`src/rtl/st_port_arbiter.sv`:
```
// Round-robin arbiter sharing the data-cache store port among NR_PORTS requesters.
// A selection that the cache does not grant immediately is locked until granted or killed.
module st_port_arbiter #(
    parameter int NR_PORTS = 3,
    parameter int PLEN     = 56,
    parameter int XLEN     = 64,
    parameter int SEL_W    = (NR_PORTS > 1) ? $clog2(NR_PORTS) : 1
) (
    input  logic                       clk_i,
    input  logic                       rst_i,
    input  logic                       stall_i,
    input  logic [NR_PORTS-1:0]        req_i,
    input  logic [NR_PORTS*PLEN-1:0]   addr_i,
    input  logic [NR_PORTS*XLEN-1:0]   wdata_i,
    input  logic [NR_PORTS*XLEN/8-1:0] be_i,
    input  logic [NR_PORTS*2-1:0]      size_i,
    output logic [NR_PORTS-1:0]        gnt_o,
    output logic                       cache_req_o,
    output logic [PLEN-1:0]            cache_addr_o,
    output logic [XLEN-1:0]            cache_wdata_o,
    output logic [XLEN/8-1:0]          cache_be_o,
    output logic [1:0]                 cache_size_o,
    input  logic                       cache_gnt_i,
    output logic [SEL_W-1:0]           sel_o,
    output logic                       busy_o,
    output logic                       idle_o
);

    typedef enum logic {IDLE, LOCKED} state_e;

    state_e           state_q, state_d;
    logic [SEL_W-1:0] sel_q, sel_d;
    logic [SEL_W-1:0] rr_q, rr_d;
    logic [SEL_W-1:0] winner;
    logic [SEL_W-1:0] cur_sel;
    logic             sel_req;

    function automatic logic [SEL_W-1:0] next_ptr(input logic [SEL_W-1:0] x);
        if (int'(x) >= NR_PORTS - 1)
            return '0;
        return x + SEL_W'(1);
    endfunction

    // First requester at or above rr_q, wrapping modulo NR_PORTS; rr_q when none.
    always_comb begin
        int   idx;
        logic found;
        winner = rr_q;
        found  = 1'b0;
        for (int i = 0; i < NR_PORTS; i++) begin
            idx = int'(rr_q) + i;
            if (idx >= NR_PORTS)
                idx = idx - NR_PORTS;
            if (!found && req_i[idx]) begin
                winner = SEL_W'(idx);
                found  = 1'b1;
            end
        end
    end

    assign cur_sel = (state_q == LOCKED) ? sel_q : winner;

    always_comb begin
        cache_addr_o  = addr_i[PLEN-1:0];
        cache_wdata_o = wdata_i[XLEN-1:0];
        cache_be_o    = be_i[XLEN/8-1:0];
        cache_size_o  = size_i[1:0];
        sel_req       = req_i[0];
        for (int k = 0; k < NR_PORTS; k++) begin
            if (int'(cur_sel) == k) begin
                cache_addr_o  = addr_i[k*PLEN +: PLEN];
                cache_wdata_o = wdata_i[k*XLEN +: XLEN];
                cache_be_o    = be_i[k*(XLEN/8) +: XLEN/8];
                cache_size_o  = size_i[k*2 +: 2];
                sel_req       = req_i[k];
            end
        end
    end

    always_comb begin
        state_d     = state_q;
        sel_d       = sel_q;
        rr_d        = rr_q;
        cache_req_o = 1'b0;
        gnt_o       = '0;
        unique case (state_q)
            IDLE: begin
                cache_req_o = (|req_i) && !stall_i;
                if (cache_req_o) begin
                    if (cache_gnt_i) begin
                        rr_d = next_ptr(winner);
                    end else begin
                        sel_d   = winner;
                        state_d = LOCKED;
                    end
                end
            end
            LOCKED: begin
                // Other requesters and stall are ignored until this transfer ends.
                cache_req_o = sel_req;
                if (!sel_req) begin
                    state_d = IDLE;
                end else if (cache_gnt_i) begin
                    rr_d    = next_ptr(sel_q);
                    state_d = IDLE;
                end
            end
            default: state_d = IDLE;
        endcase
        for (int k = 0; k < NR_PORTS; k++)
            gnt_o[k] = cache_req_o && cache_gnt_i && (int'(cur_sel) == k);
    end

    always_ff @(posedge clk_i) begin
        if (rst_i) begin
            state_q <= IDLE;
            sel_q   <= '0;
            rr_q    <= '0;
        end else begin
            state_q <= state_d;
            sel_q   <= sel_d;
            rr_q    <= rr_d;
        end
    end

    assign sel_o  = cur_sel;
    assign busy_o = (state_q == LOCKED);
    assign idle_o = (state_q == IDLE) && (req_i == '0);

endmodule

```
`config.mk`:
```
export PLATFORM = sky130hd
export DESIGN_NAME = st_port_arbiter
export DESIGN_NICKNAME = d
export VERILOG_FILES = /design/src/rtl/st_port_arbiter.sv
export SDC_FILE = /design/constraint.sdc
export NUM_CORES = 1
export LEC_CHECK = 0
export ABC_AREA = 1
export BUFFER_PORTS_ARGS = -buffer_cell sky130_fd_sc_hd__buf_4
export CAP_MARGIN = 20
export CELL_PAD_IN_SITES_DETAIL_PLACEMENT = 1
export CELL_PAD_IN_SITES_GLOBAL_PLACEMENT = 2
export CORE_AREA = 2 2 210 212
export CTS_CLUSTER_SIZE = 30
export DETAILED_ROUTE_END_ITERATION = 8
export DIE_AREA = 0 0 212 214
export PLACE_DENSITY_LB_ADDON = 0.3
export SYNTH_ARGS = -nofsm -noshare
export SYNTH_HDL_FRONTEND = slang
export SYNTH_SLANG_ARGS = --single-unit
```
`constraint.sdc`:
```
create_clock -name clk_i -period 4.1 [get_ports clk_i]
set_input_delay 0.205 -clock clk_i [delete_from_list [all_inputs] [get_ports clk_i]]
set_output_delay 0.205 -clock clk_i [all_outputs]
set_load 0.01 [all_outputs]
```
# == After elaboration in Yosys (flattened, before gate mapping) ==
# Cells that the tools add are included.
# op_classes
addsub,7
muxes,50
reduce_logical,16
magnitude_cmp,8
eq_ne,6
bitwise_logic,2
# op_table
operator,n
$mux W64,2
$mux W56,2
$lt A32 B4 Y1 const B,3
$mux W32,3
$mux W2,14
$mux W1,21
$mux W8,2
$logic_and A1 B1 Y1,8
$sub A3 B2 Y4 const B,2
$bmux W1 S2,3
$ge A2 B2 Y1 const B,3
$ge A3 B2 Y1 const B,2
$ne A2 B2 Y1 const B,3
$add A2 B1 Y2 const B,2
$eq A2 B2 Y1 const B,2
$pmux W1 S2,2
$pmux W2 S2,1
$reduce_and A4 Y1,1
$add A2 B1 Y3 const B,1
$add A2 B2 Y3 const B,1
$logic_not A1 Y1,3
$logic_not A3 Y1,1
$reduce_and A3 Y1,1
$reduce_or A3 Y1,1
4 further kinds,5
# word_totals
elab_cells,92
out_inout_bits,138
regBits,5

# == Logic depth before layout (Yosys ltp) ==
# depth
ltp_word,22
ltp_mapped,21
mapped_depth_nobuf,21

# == Worst setup path before layout ==
# Ideal clock, no wire load.
# synth_timing
path_kind,register to output
start,register rr_q[0]
end,output cache_addr_o[44]
arrival_ps,2091
path_slack_ps,1804
t_required_ps,3895
path_stages_with_launch,18
path_buffers,2
cell_sequence,dfxtp_1 > inv_1 > ha_1 > inv_2 > nand3_1 > nand3_2 > nand2_2 > nor2_4 > inv_1 > nand2_1 > nand3_1 > nand2_2 > inv_2 > nand2_4 > buf_4 > buf_2 > nand3_1 > nand3_1
# synth_between
elab_chain_len,16
word_cells_on_any_way,34
# synth_rtl
item,line,text
from (decl),33,"logic [SEL_W-1:0] rr_q, rr_d;"
from (signal assigned),122,rr_q <= rr_d;
"parallel branches: the longest is 11 deep, another holds $sub A3 B2 Y4",-,
$mux W2 *,54,if (!found && req_i[idx]) begin
$mux W2 *,61,assign cur_sel = (state_q == LOCKED) ? sel_q : winner;
net sel_o[1],24,"output logic [SEL_W-1:0] sel_o,"
$eq A2 B2 Y1,70,if (int'(cur_sel) == k) begin
$mux W56,70,
$mux W56 *,70,
to (decl),19,"output logic [PLEN-1:0] cache_addr_o,"
# Mark *: on every way through the listed nets, which the timed path passes. The select of a mux whose other input is x is not followed.

# == Worst setup path after layout ==
# layout_timing
start,register rr_q[0]
end,output cache_addr_o[4]
# layout_between
elab_chain_len,16
word_cells_on_any_way,34
# layout_rtl
item,line
"parallel branches: the longest is 11 deep, another holds $sub A3 B2 Y4",-
$mux W2 *,54
$mux W2 *,61
$eq A2 B2 Y1,70
$mux W56,70
$mux W56 *,70
# Mark *: on every way between the ends. The select of a mux whose other input is x is not followed.

==> metrics.cfg <==
[routing]
avgViaCountPerCell=3.80
drc=0
dr_total_vias=6675
wirelength_mm=30.3
drt_iter0_drc=213
first_pass_iters=4
routedWlPerCell_um=17.3
antenna_left=0

[min_path]
hold_depth=2
min_to=busy_o$_SDFF_PP0_
holdCritStartpoint=rst_i
hold_path_class=input pin to register

[critical_path]
reg2reg_to=rr_q[1]$_SDFFE_PP0P_
reg2reg_setup_slack_ns=1.31
path_class=register to output port
worstPathArrival_ns=3.08
r2r_start=rr_q[0]$_SDFFE_PP0P_
rr_worst_depth=17
crit_fanout=45
cp-start-kind=register
crit_required_ns=3.89
cp-end-kind=output port

[grt]
grt_max_degree=131
antenna_found_initial=1
grt_pass1_wl_mm=43.0
gr-usage-all-layers=0.123
grt_pass1_vias=7140
grt_remaining_overflow=0

[logic_synthesis]
netlist_area_um2=3160
async_reset_ff_frac=0
ys_seq_area_frac=0.0316
yosysWarnings=0
syn_inst=683
synth_compound_area_frac=0.00949
synth_top_family_by_area=simple AND/OR/NAND/NOR gates
synth_nets=1083
avgSynthCellArea_um2=4.63
muxShareOfSynthArea=0
netlist.area_leader.share=0.443
synth-seq-cells=5
synth_edf_count=0
synth_xor_area_frac=0
synth_ff_type=dfxtp_1
yosys.area_share.simple=0.827
synth.top_cells.by_area=nand3_1, nand2_1, buf_2
synth_fa_ha_area_frac=0.0119
synth_most_common_cell=nand2_1
synth_common_cells=nand2_1, nand3_1, buf_2
yosys.area.top_type=nand3_1
synth_cell_types=22

[clocking]
holdBufCountCts=0
cts_setup_buffers=0
clk_path_buf_depth=2
clock_latency_ns=0.23
tritoncts=built
cts_inserted_buffers=3
root_buffer=clkbuf_16
numClockSinks=5
h-tree-depth=1
cts_resized=0
clk_pin_slew_ns=0.04

[sta]
worst_slew_margin_rel=0.524
setup_viol=0
clock_skew_ns=0.00106
fmax_ghz=0.305
period_needed_ns=3.28
worst_pin_slew_ns=0.715
hold_viol=0
maxSlewViolCount=0
fin_crit_sh=0.801
tns_ns=0
rsz0062_at_grt=false
whs_ns=0.171

[die]
io_pins=535
core_um2=42900
dieArea_um2=45400
rows=76
die_height_um=214
start_util=0.0738
die_w_um=212

[cells_and_area]
regArea_um2=100
drive_above_1_share=0.480
multiInputGateArea_um2=2690
area_growth_pct=148
num-fill-cells=5422
nets=1573
final_util=0.183

[power_and_ir_drop]
total_power_mw=3.25
power.leakage_nw=4.13
vdd_ir_drop_max_mv=0.260
pwr_density_cell_nw_per_um2=414

[placed_design]
dp_hpwl_mm=25.0
gp_congestion=0.806
port_buffers=534

[run_status]
outcome=finished, final reports clean

[flow_run]
max-cap-violations=0

-- cell families (layout without fill, tap and decap cells) --
| kind of cell | Yosys count | after routing |
|---|---|---|
| and+or+nand+nor | 587 | 587 |
| buffers and inverters | 82 | 571 |
| AOI/OAI and AO/OA | 6 | 6 |
| DFF | 5 | 5 |
| adders and majority gates | 3 | 3 |
| other | 0 | 1 |
-- report_power, final --
part           switching [mW]  total, mW  internal, mW
clock                  0.0359      0.165         0.129
sequential            0.00390     0.0572        0.0533
combinational            1.68       3.03          1.34
total                    1.72       3.25          1.53
-- state kept, by name (all words and copies together), names as in the netlist --
register	flops
busy_o	1
rr_q	2
sel_q	2
-- per-layer routing --
metal	global-route usage	wire (µm)
met1	0.123	10600
met2	0.255	16600
met3	0.0336	2880
met4	0.0127	251
met5	0	0
-- metrics by stage --
stage / std cells / setup WS [ns] / area, µm²
detailed placement: 1753 / 0.903 / 7770
finish: 1758 / 0.817 / 7850
CTS: 1757 / 0.660 / 7850
global placement: 1753 / 0.934 / 7770
global route: 1758 / 0.411 / 7850
floorplan: 683 / 1.80 / 3160
-- layout by cell type, fill, tap and decap left out, drive strengths merged --
cell type,synthesis,layout
buf,50,541
a21oi,2,2
clkbuf,6,4
nor3,2,2
ha,3,3
nor4,1,1
diode,0,1
and2,1,1
nand3,283,283
inv,26,26
nand2,289,289
nand4,2,2
nor2,9,9
dfxtp,5,5
o21ai,4,4
-- worst max path at each step --
stage	start	end	slack, ns	cells past startpoint
final	rr_q[0]$_SDFFE_PP0P_	cache_addr_o[4]	0.82	17
after global routing	rr_q[0]$_SDFFE_PP0P_	cache_addr_o[4]	0.41	19
after CTS	rr_q[0]$_SDFFE_PP0P_	cache_addr_o[4]	0.66	18
after detailed placement	rr_q[0]$_SDFFE_PP0P_	cache_addr_o[4]	0.90	17
after global placement	rr_q[0]$_SDFFE_PP0P_	cache_addr_o[5]	0.93	17
after floorplan	rr_q[0]$_SDFFE_PP0P_	cache_addr_o[44]	1.80	17
-- layout make-up --
class	instances	share of cell area
sequential	5	0.0127
antenna	1	0.000319
tap	585	0.0932
timing repair buffer	541	0.528
inverter	26	0.0131
clock buffer	4	0.0100
multi-input combinational	596	0.342
-- worst max-delay path: stages (launching register included) --
cell     delay, ns
dfxtp_1       0.34
inv_1         0.08
ha_1          0.38
inv_2         0.10
nand3_1       0.11
nand3_2       0.12
nand2_2       0.07
nor2_4        0.09
nand2_1       0.07
nand2_1       0.10
nor2_1        0.05
nand2_1       0.13
nand2_4       0.08
inv_4         0.37
buf_12        0.30
nand3_1       0.10
nand3_1       0.17
buf_4         0.16
(Power assumes the default switching activity.)
